[config.mk]
export PLATFORM = sky130hd
export DESIGN_NAME = decode_flat
export DESIGN_NICKNAME = d
export VERILOG_FILES = /design/src/rtl/decode_if.sv /design/src/rtl/decode.sv /design/src/flat_wrapper.sv
export SDC_FILE = /design/constraint.sdc
export NUM_CORES = 1
export LEC_CHECK = 0
export BUFFER_PORTS_ARGS = -buffer_cell sky130_fd_sc_hd__buf_4
export CORE_ASPECT_RATIO = 2
export CORE_UTILIZATION = 42
export CTS_BUF_LIST = sky130_fd_sc_hd__clkbuf_8
export DETAILED_ROUTE_END_ITERATION = 10
export PLACE_DENSITY = 0.78
export SLEW_MARGIN = 20
export SYNTH_ARGS = -nofsm -noshare
export SYNTH_HDL_FRONTEND = slang
export SYNTH_SLANG_ARGS = --single-unit
[constraint.sdc]
create_clock -name clk -period 0.94 [get_ports clk]
set_input_delay 0.094 -clock clk [delete_from_list [all_inputs] [get_ports clk]]
set_output_delay 0.094 -clock clk [all_outputs]
set_load 0.05 [all_outputs]
[src/rtl/decode_if.sv]
// Bus between fetch/writeback and the LC3 decode stage.
// The fetch side drives the master modport and the decode stage uses the slave modport.
interface decode_if;
  // Handshake: enable_decode is valid and !stall is ready. An instruction transfers
  // on a posedge where enable_decode=1 and stall=0. While stall=1 the producer holds
  // dout/npc_in unchanged. stall never depends on a same-cycle transfer.
  logic        enable_decode;
  logic [15:0] dout;
  logic [15:0] npc_in;
  logic        wb_en;
  logic [2:0]  wb_dr;
  logic [15:0] IR;
  logic [15:0] npc_out;
  logic [2:0]  dr;
  logic [2:0]  sr1;
  logic [2:0]  sr2;
  logic [5:0]  E_Control;
  logic [1:0]  W_Control;
  logic        Mem_Control;
  logic        out_valid;
  logic        stall;

  modport master (
    output enable_decode, dout, npc_in, wb_en, wb_dr,
    input  IR, npc_out, dr, sr1, sr2, E_Control, W_Control, Mem_Control, out_valid, stall
  );

  modport slave (
    input  enable_decode, dout, npc_in, wb_en, wb_dr,
    output IR, npc_out, dr, sr1, sr2, E_Control, W_Control, Mem_Control, out_valid, stall
  );
endinterface

[src/rtl/decode.sv]
// LC3 decode stage: registers the instruction and emits register addresses and control words.
// Define DECODE_SCOREBOARD_EN to add per-register busy tracking that stalls on pending writebacks.
module decode (
  input  logic     clk,
  input  logic     rst,
  decode_if.slave  bus
);
  localparam logic [3:0] OP_BR  = 4'b0000;
  localparam logic [3:0] OP_ADD = 4'b0001;
  localparam logic [3:0] OP_LD  = 4'b0010;
  localparam logic [3:0] OP_ST  = 4'b0011;
  localparam logic [3:0] OP_AND = 4'b0101;
  localparam logic [3:0] OP_LDR = 4'b0110;
  localparam logic [3:0] OP_STR = 4'b0111;
  localparam logic [3:0] OP_NOT = 4'b1001;
  localparam logic [3:0] OP_LDI = 4'b1010;
  localparam logic [3:0] OP_STI = 4'b1011;
  localparam logic [3:0] OP_JMP = 4'b1100;
  localparam logic [3:0] OP_LEA = 4'b1110;

  logic [1:0]  alu_op;
  logic [1:0]  pcsel1;
  logic        pcsel2;
  logic        op2sel;
  logic [1:0]  w_ctl;
  logic        mem_ctl;
  logic        writes_dr;
  logic        uses_sr1;
  logic        uses_sr2;
  logic [2:0]  sr2_sel;
  logic        stall;
  logic        accept;

  logic [15:0] ir_q, ir_d;
  logic [15:0] npc_q, npc_d;
  logic [2:0]  sr2_q, sr2_d;
  logic [5:0]  e_ctl_q, e_ctl_d;
  logic [1:0]  w_ctl_q, w_ctl_d;
  logic        mem_ctl_q, mem_ctl_d;
  logic        valid_q, valid_d;

  // Decode the incoming word so stall can be computed before it is accepted.
  always_comb begin
    alu_op    = 2'b00;
    pcsel1    = 2'b00;
    pcsel2    = 1'b0;
    op2sel    = 1'b0;
    w_ctl     = 2'd0;
    mem_ctl   = 1'b0;
    writes_dr = 1'b0;
    uses_sr1  = 1'b0;
    uses_sr2  = 1'b0;
    sr2_sel   = 3'd0;
    case (bus.dout[15:12])
      OP_ADD, OP_AND: begin
        alu_op    = (bus.dout[15:12] == OP_AND) ? 2'b01 : 2'b00;
        op2sel    = ~bus.dout[5];
        writes_dr = 1'b1;
        uses_sr1  = 1'b1;
        uses_sr2  = ~bus.dout[5];
        sr2_sel   = bus.dout[2:0];
      end
      OP_NOT: begin
        alu_op    = 2'b10;
        writes_dr = 1'b1;
        uses_sr1  = 1'b1;
      end
      OP_LD, OP_LDI: begin
        pcsel1    = 2'b01;
        pcsel2    = 1'b1;
        w_ctl     = 2'd1;
        mem_ctl   = (bus.dout[15:12] == OP_LDI);
        writes_dr = 1'b1;
      end
      OP_LDR: begin
        pcsel1    = 2'b10;
        w_ctl     = 2'd1;
        writes_dr = 1'b1;
        uses_sr1  = 1'b1;
      end
      OP_LEA: begin
        pcsel1    = 2'b01;
        pcsel2    = 1'b1;
        w_ctl     = 2'd2;
        writes_dr = 1'b1;
      end
      OP_ST, OP_STI: begin
        pcsel1    = 2'b01;
        pcsel2    = 1'b1;
        mem_ctl   = (bus.dout[15:12] == OP_STI);
        uses_sr2  = 1'b1;
        sr2_sel   = bus.dout[11:9];
      end
      OP_STR: begin
        pcsel1    = 2'b10;
        uses_sr1  = 1'b1;
        uses_sr2  = 1'b1;
        sr2_sel   = bus.dout[11:9];
      end
      OP_BR: begin
        pcsel1    = 2'b01;
        pcsel2    = 1'b1;
      end
      OP_JMP: begin
        pcsel1    = 2'b11;
        uses_sr1  = 1'b1;
      end
      default: ;
    endcase
  end

`ifdef DECODE_SCOREBOARD_EN
  logic [7:0] busy_q, busy_d;

  // Only registered busy is consulted, so a writeback frees the reader one cycle later.
  assign stall = bus.enable_decode &
                 ((uses_sr1 & busy_q[bus.dout[8:6]]) | (uses_sr2 & busy_q[sr2_sel]));

  always_comb begin
    busy_d = busy_q;
    if (bus.wb_en) busy_d[bus.wb_dr] = 1'b0;
    if (accept && writes_dr) busy_d[bus.dout[11:9]] = 1'b1;
  end

  always_ff @(posedge clk) begin
    if (rst) busy_q <= '0;
    else     busy_q <= busy_d;
  end
`else
  logic unused_sb;
  assign stall     = 1'b0;
  assign unused_sb = ^{writes_dr, uses_sr1, uses_sr2, bus.wb_en, bus.wb_dr};
`endif

  assign accept = bus.enable_decode & ~stall;

  always_comb begin
    ir_d      = ir_q;
    npc_d     = npc_q;
    sr2_d     = sr2_q;
    e_ctl_d   = e_ctl_q;
    w_ctl_d   = w_ctl_q;
    mem_ctl_d = mem_ctl_q;
    valid_d   = 1'b0;
    if (accept) begin
      ir_d      = bus.dout;
      npc_d     = bus.npc_in;
      sr2_d     = sr2_sel;
      e_ctl_d   = {alu_op, pcsel1, pcsel2, op2sel};
      w_ctl_d   = w_ctl;
      mem_ctl_d = mem_ctl;
      valid_d   = 1'b1;
    end
  end

  always_ff @(posedge clk) begin
    if (rst) begin
      ir_q      <= '0;
      npc_q     <= '0;
      sr2_q     <= '0;
      e_ctl_q   <= '0;
      w_ctl_q   <= '0;
      mem_ctl_q <= 1'b0;
      valid_q   <= 1'b0;
    end else begin
      ir_q      <= ir_d;
      npc_q     <= npc_d;
      sr2_q     <= sr2_d;
      e_ctl_q   <= e_ctl_d;
      w_ctl_q   <= w_ctl_d;
      mem_ctl_q <= mem_ctl_d;
      valid_q   <= valid_d;
    end
  end

  assign bus.IR          = ir_q;
  assign bus.npc_out     = npc_q;
  assign bus.dr          = ir_q[11:9];
  assign bus.sr1         = ir_q[8:6];
  assign bus.sr2         = sr2_q;
  assign bus.E_Control   = e_ctl_q;
  assign bus.W_Control   = w_ctl_q;
  assign bus.Mem_Control = mem_ctl_q;
  assign bus.out_valid   = valid_q;
  assign bus.stall       = stall;
endmodule

[src/flat_wrapper.sv]
// flat-port wrapper written by rule: the top's interface ports become plain ports
module decode_flat 
  (clk, rst, bus_enable_decode, bus_dout, bus_npc_in, bus_wb_en, bus_wb_dr, bus_IR, bus_npc_out, bus_dr, bus_sr1, bus_sr2, bus_E_Control, bus_W_Control, bus_Mem_Control, bus_out_valid, bus_stall);
  decode_if bus_i ();
  input  logic clk;
  input  logic rst;
  input wire logic [$bits(bus_i.enable_decode)-1:0] bus_enable_decode;
  input wire logic [$bits(bus_i.dout)-1:0] bus_dout;
  input wire logic [$bits(bus_i.npc_in)-1:0] bus_npc_in;
  input wire logic [$bits(bus_i.wb_en)-1:0] bus_wb_en;
  input wire logic [$bits(bus_i.wb_dr)-1:0] bus_wb_dr;
  output wire logic [$bits(bus_i.IR)-1:0] bus_IR;
  output wire logic [$bits(bus_i.npc_out)-1:0] bus_npc_out;
  output wire logic [$bits(bus_i.dr)-1:0] bus_dr;
  output wire logic [$bits(bus_i.sr1)-1:0] bus_sr1;
  output wire logic [$bits(bus_i.sr2)-1:0] bus_sr2;
  output wire logic [$bits(bus_i.E_Control)-1:0] bus_E_Control;
  output wire logic [$bits(bus_i.W_Control)-1:0] bus_W_Control;
  output wire logic [$bits(bus_i.Mem_Control)-1:0] bus_Mem_Control;
  output wire logic [$bits(bus_i.out_valid)-1:0] bus_out_valid;
  output wire logic [$bits(bus_i.stall)-1:0] bus_stall;
  assign bus_i.enable_decode = bus_enable_decode;
  assign bus_i.dout = bus_dout;
  assign bus_i.npc_in = bus_npc_in;
  assign bus_i.wb_en = bus_wb_en;
  assign bus_i.wb_dr = bus_wb_dr;
  assign bus_IR = bus_i.IR;
  assign bus_npc_out = bus_i.npc_out;
  assign bus_dr = bus_i.dr;
  assign bus_sr1 = bus_i.sr1;
  assign bus_sr2 = bus_i.sr2;
  assign bus_E_Control = bus_i.E_Control;
  assign bus_W_Control = bus_i.W_Control;
  assign bus_Mem_Control = bus_i.Mem_Control;
  assign bus_out_valid = bus_i.out_valid;
  assign bus_stall = bus_i.stall;
  decode u_core (.clk(clk), .rst(rst), .bus(bus_i));
endmodule
==> results of run 1 <==
[how the worst max path moves through the flow]
stage                              startpoint                                   end  slack [ns]  depth (start not counted)
2_1_floorplan                    bus_dout[15]  u_core.bus.E_Control[2]$_SDFFE_PP0P_       -0.05                          4
4_1_cts        u_core.bus.IR[10]$_SDFFE_PP0P_                             bus_dr[1]       -0.02                          1
3_3_place_gp                     bus_dout[15]  u_core.bus.E_Control[2]$_SDFFE_PP0P_       -0.09                          4
5_1_grt        u_core.bus.IR[10]$_SDFFE_PP0P_                            bus_IR[10]       -0.03                          1
6_report        u_core.bus.IR[7]$_SDFFE_PP0P_                             bus_IR[7]      -0.007                          1
3_5_place_dp                     bus_dout[15]  u_core.bus.E_Control[2]$_SDFFE_PP0P_       -0.11                          4
[metal layers]
layer	vias to the layer above	global-route usage [%]
met5	-	0
met4	0	9.49
met3	13	7.07
met2	50	34.0
met1	723	20.6
li1	757	-
[cells in the mapped netlist (all sizes together), types with 2 or more instances]
cell type	number
nand4b	2
nand3	2
nand2	4
dfxtp	45
nor2	37
mux2i	33
nand2b	9
a21oi	6
clkbuf	4
a311oi	5
nor2b	5
buf	18
nand4	4
[repair_timing]
item	4_1_cts	5_1_grt
resized for setup	25	56
cloned	0	0
setup endpoints to repair	30	46
[per-stage QoR]
| stage | cells | setup slack, ns | cell area [um2] | util, % | setup TNS [ns] |
|---|---|---|---|---|---|
| final | 313 | -0.00684 | 2830 | 69.3 | -0.0252 |
| after detailed placement | 305 | -0.112 | 2490 | 60.9 | -0.218 |
| after global placement | 305 | -0.0897 | 2490 | 60.9 | -0.102 |
| after floorplan | 180 | -0.0547 | 1810 | - | -0.0547 |
| after global routing | 313 | -0.0293 | 2830 | 69.3 | -0.203 |
| after CTS | 313 | -0.0169 | 2700 | 66.0 | -0.0748 |
[sequential cells by signal, summed over array words and instances (netlist names)]
signal,flops
u_core.bus.E_Control,6
u_core.bus.IR,16
u_core.bus.Mem_Control,1
u_core.bus.W_Control,2
u_core.bus.npc_out,16
u_core.bus.out_valid,1
u_core.bus.sr2,3
[layout make-up]
| type | instances | area, um2 |
|---|---|---|
| flip-flops and latches | 45 | 960 |
| fillers | 302 | 1250 |
| repair buffers | 95 | 931 |
| multi-input cells | 113 | 757 |
| clock buffers | 6 | 82.6 |
| well taps | 52 | 65.1 |
| clock inverters | 2 | 37.5 |
[power groups by stage]
| stage | Combinational (mW) | Sequential (mW) | Clock, mW |
|---|---|---|---|
| 2_1_floorplan | 0.360 | 2.48 | 0 |
| 3_3_place_gp | 1.07 | 2.11 | 0 |
| 3_5_place_dp | 1.08 | 2.12 | 0 |
| 4_1_cts | 1.12 | 2.09 | 1.57 |
| 5_1_grt | 1.21 | 2.12 | 1.64 |
| 6_report | 1.15 | 2.10 | 1.53 |
[cell families after synthesis]
kind of cell    share of synthesized area (%)
mux                                      18.4
buf+inv                                  7.47
flops                                    50.3
other cells                             0.209
simple gates                             18.6
compound gates                           5.03
[worst reg2reg max path, cell delays in order (launching register included)]
cell	delay [ns]
dfxtp_2	0.35
nor2_1	0.04
a311oi_1	0.22
==> impl_metrics.json, run 1 <==
{
  "synth_top_cells_by_area": "dfxtp_1 50%, mux2i_1 18%, nor2_1 7.8%",
  "rsz0062_at_grt": "true",
  "final_min_period_over_clock_period_pct": 101,
  "layout_common_cells": "50 x buf_4, 38 x dfxtp_2, 37 x nor2_1, 36 x buf_6, 33 x mux2i_1",
  "cp_max_fo": 3,
  "gr-total-overflow": 0,
  "reg2reg_slack_ns": 0.24,
  "ys_ff_latch": 45,
  "synthesis.nets": 219,
  "wl_met1_mm": 1.54,
  "antennaDiodeCount": 0,
  "outcome": "finished, violations left",
  "cts_tree": "built",
  "cts.hold.buffers_added": 0,
  "die_x_um": 48.2,
  "routed_via_density": 4.93,
  "power_mw": 4.79,
  "violations": "setup timing",
  "portBuffers": 85,
  "gr-usage-all-layers_pct": 20.1,
  "power.internal_mw": 3.36,
  "regToRegEndpoint": "u_core.bus.sr2[2]$_SDFFE_PP0P_",
  "power_density_nw_per_um2": 1690,
  "rows": 33,
  "floorplan.die_area_um2": 4550,
  "grt_pass1_vias": 1404,
  "synth_edf_count": 0,
  "r2r-start": "u_core.bus.sr2[2]$_SDFFE_PP0P_",
  "slowest_stage": "dfxtp_2",
  "hold_path.class": "primary input to register",
  "path_buf_inv": 1,
  "switching_power_mw": 1.42,
  "fin_ws_ns": -0.00684,
  "areaGrowthSynthToFinish_pct": 58.1,
  "fin_hold_ws_ns": 0.0259,
  "worstHoldEndpoint": "u_core.bus.npc_out[4]$_SDFFE_PP0P_",
  "synth_area_um2": 1790,
  "clockRootBuffer": "clkbuf_8",
  "period_needed_ns": 0.947,
  "setup_violations": 4,
  "cts_sinks": 45,
  "leakagePower_nw": 1.31,
  "drc": 0,
  "yosysSeqAreaShare_pct": 50.3,
  "post_cts_buffers": 0,
  "dr_total_vias": 1543,
  "min_path_cells": 3,
  "drt_pass1_iterations": 4,
  "swShare_pct": 29.8,
  "ios": 91,
  "power_frac_clock_pct": 32.0,
  "synth_top_area_share_pct": 50.3,
  "cts.path.max_buffers": 2,
  "hold_violations": 0,
  "die_y_um": 94.4,
  "antenna_found_initial": 0,
  "avgSynthCellArea_um2": 9.95,
  "critical-path-top-delay-family": "flip-flops",
  "cts_buffers": 5,
  "r2r_cells": 2,
  "start_util_pct": 43.8,
  "slowest_delay_ns": 0.36,
  "drt-wirelength-per-cell_um": 14.3,
  "endpoint_kind": "primary output",
  "cp.required_ns": 0.85,
  "grt_pass1_wl_mm": 6.44,
  "clkLatencyLatePin_ns": 0.30,
  "dr_wl_met3_um": 184,
  "drive_above_1_share_pct": 56.3,
  "drv_cap": 0,
  "routed_wirelength_mm": 4.48,
  "vdd_drop_max_mv": 1.60,
  "synthArstFlopShare_pct": 0,
  "cp.arrival_ns": 0.85,
  "layout.nets": 299,
  "crit_type": "register to primary output",
  "clock.fmax_ghz": 1.06,
  "power_frac_seq_pct": 44.0,
  "postRouteAntennaNets": 0,
  "drv_slew": 0,
  "yosysUniqueCellTypes": 24,
  "comb_power_share_pct": 24.0,
  "worstHoldStart": "bus_npc_in[4]",
  "grt_max_degree": 30,
  "clkTransAtPathRegs_ns": 0.08,
  "ys_warn_count": 0,
  "final.setup_skew_ns": 0,
  "wl_met2_mm": 2.59,
  "synthCells": 180,
  "place_hpwl_mm": 3.03,
  "cp-start-kind": "register",
  "synth_top_flop_cell": "dfxtp_1",
  "layout_commonest_cell": "buf_4",
  "drtIter0Drc": 13,
  "cp_cell_sequence": "buf_4",
  "htreeDepth": 2,
  "routed.top_layer": "met4",
  "core_region_area_um2": 4090,
  "place.gp.congestion": 0.787,
  "yosys.area.top_type": "dfxtp_1"
}
Power figures use the tool's default switching activity.
==> inputs of run 2 (changes only) <==
GPL_TIMING_DRIVEN = 0   (was default)
==> impl_metrics.json, run 2 (synthesis gave the netlist of run 1 again) <==
{
  "start_util_pct": 43.8,
  "post-route-util_pct": 68.1,
  "rows": 33,
  "final_min_period_over_clock_period_pct": 105,
  "cts.hold.buffers_added": 0,
  "setup_violations": 7,
  "violations": "setup timing",
  "place_hpwl_mm": 3.32,
  "clkTransAtPathRegs_ns": 0.08,
  "clockRootBuffer": "clkbuf_8",
  "die_y_um": 94.4,
  "power_density_nw_per_um2": 1600,
  "clock.fmax_ghz": 1.01,
  "reg2reg_slack_ns": 0.23,
  "fin_ws_ns": -0.0467,
  "r2r_cells": 2,
  "drv_cap": 0,
  "power_mw": 4.44,
  "hold_path.class": "primary input to register",
  "antenna_found_initial": 0,
  "cp-start-kind": "register",
  "cts.path.max_buffers": 2,
  "endpoint_kind": "primary output",
  "areaGrowthSynthToFinish_pct": 55.4,
  "cp.required_ns": 0.85,
  "grt_pass1_wl_mm": 6.71,
  "drt-wirelength-per-cell_um": 14.4,
  "gr-usage-all-layers_pct": 21.2,
  "drv_slew": 0,
  "crit_type": "register to primary output",
  "floorplan.die_area_um2": 4550,
  "drive_above_1_share_pct": 49.6,
  "ios": 91,
  "postRouteAntennaNets": 0,
  "layout.nets": 305,
  "num-fill-cells": 325,
  "routed_wirelength_mm": 4.58,
  "antennaDiodeCount": 0,
  "cts_buffers": 5,
  "cts_tree": "built",
  "worstHoldStart": "bus_npc_in[1]",
  "worstHoldEndpoint": "u_core.bus.npc_out[1]$_SDFFE_PP0P_",
  "period_needed_ns": 0.987,
  "vdd_drop_max_mv": 1.40,
  "drtIter0Drc": 28,
  "drt_pass1_iterations": 4,
  "leakagePower_nw": 1.30,
  "core_region_area_um2": 4090,
  "rsz0062_at_grt": "true",
  "outcome": "finished, violations left",
  "cts_sinks": 45,
  "place.gp.congestion": 0.808,
  "r2r-start": "u_core.bus.sr2[2]$_SDFFE_PP0P_",
  "clkLatencyLatePin_ns": 0.30,
  "layout_commonest_cell": "buf_6",
  "final.setup_skew_ns": 0,
  "min_path_cells": 3,
  "post_cts_buffers": 0,
  "htreeDepth": 2,
  "grt_max_degree": 13,
  "regToRegEndpoint": "u_core.bus.sr2[2]$_SDFFE_PP0P_",
  "cp.arrival_ns": 0.89,
  "gr-total-overflow": 0,
  "hold_violations": 0,
  "grt_pass1_vias": 1489,
  "dr_total_vias": 1558,
  "die_x_um": 48.2,
  "layout_common_cells": "47 x buf_6, 37 x nor2_1, 35 x buf_4, 33 x mux2i_1, 27 x dfxtp_2",
  "portBuffers": 79,
  "routed_via_density": 4.90,
  "drc": 0,
  "cp_max_fo": 3
}
run 2: final cells by class:
| type | count | area [um2] | share of cell area (%) |
|---|---|---|---|
| multi-input cells | 113 | 757 | 27.2 |
| well taps | 52 | 65.1 | 2.34 |
| clock inverters | 1 | 3.75 | 0.135 |
| flip-flops and latches | 45 | 935 | 33.6 |
| clock buffers | 6 | 82.6 | 2.97 |
| plain buffers | 22 | 156 | 5.62 |
| repair buffers | 79 | 785 | 28.2 |
run 2: worst max-delay path: stages, from the launching register on:
cell and delay [ns]:
dfxtp_2 0.37, buf_6 0.11, buf_8 0.13
run 2: how the worst max path moves through the flow:
stage	start	to	cells after the start
2_1_floorplan	bus_dout[15]	u_core.bus.E_Control[2]$_SDFFE_PP0P_	4
3_3_place_gp	rst	u_core.bus.E_Control[1]$_SDFFE_PP0P_	3
3_5_place_dp	rst	u_core.bus.E_Control[1]$_SDFFE_PP0P_	3
4_1_cts	u_core.bus.IR[10]$_SDFFE_PP0P_	bus_dr[1]	2
5_1_grt	u_core.bus.IR[8]$_SDFFE_PP0P_	bus_sr1[2]	2
6_report	u_core.bus.IR[7]$_SDFFE_PP0P_	bus_sr1[1]	2
run 2: repair_timing:
| item | CTS | global route |
|---|---|---|
| setup endpoints to repair | 16 | 40 |
| resized for setup | 31 | 42 |
| pin swaps | 0 | 0 |
run 2: report_power, final:
part | switching, mW | internal [mW] | total [mW]
registers | 0.0780 | 2.02 | 2.10
logic | 0.688 | 0.469 | 1.16
clock network | 0.609 | 0.573 | 1.18
total | 1.37 | 3.07 | 4.44
run 2: per-stage QoR:
stage	cells	hold WS, ns	setup TNS (ns)	cell area, um2	setup WS, ns
floorplan	180	0.241	-0.0547	1810	-0.0547
global placement	311	0.326	-5.72	2460	-0.174
detailed placement	311	0.335	-6.57	2460	-0.188
CTS	318	0.0263	-0.335	2670	-0.0560
global route	318	0.0282	-0.494	2780	-0.0752
finish	318	0.0351	-0.265	2780	-0.0467
run 2: metal layers:
layer	global-route usage, %	up-vias	share of wire (%)
li1	-	766	-
met2	37.9	44	60
met4	10.4	0	2.0
met5	0	-	0
met3	4.59	7	3.2
met1	21.1	741	35
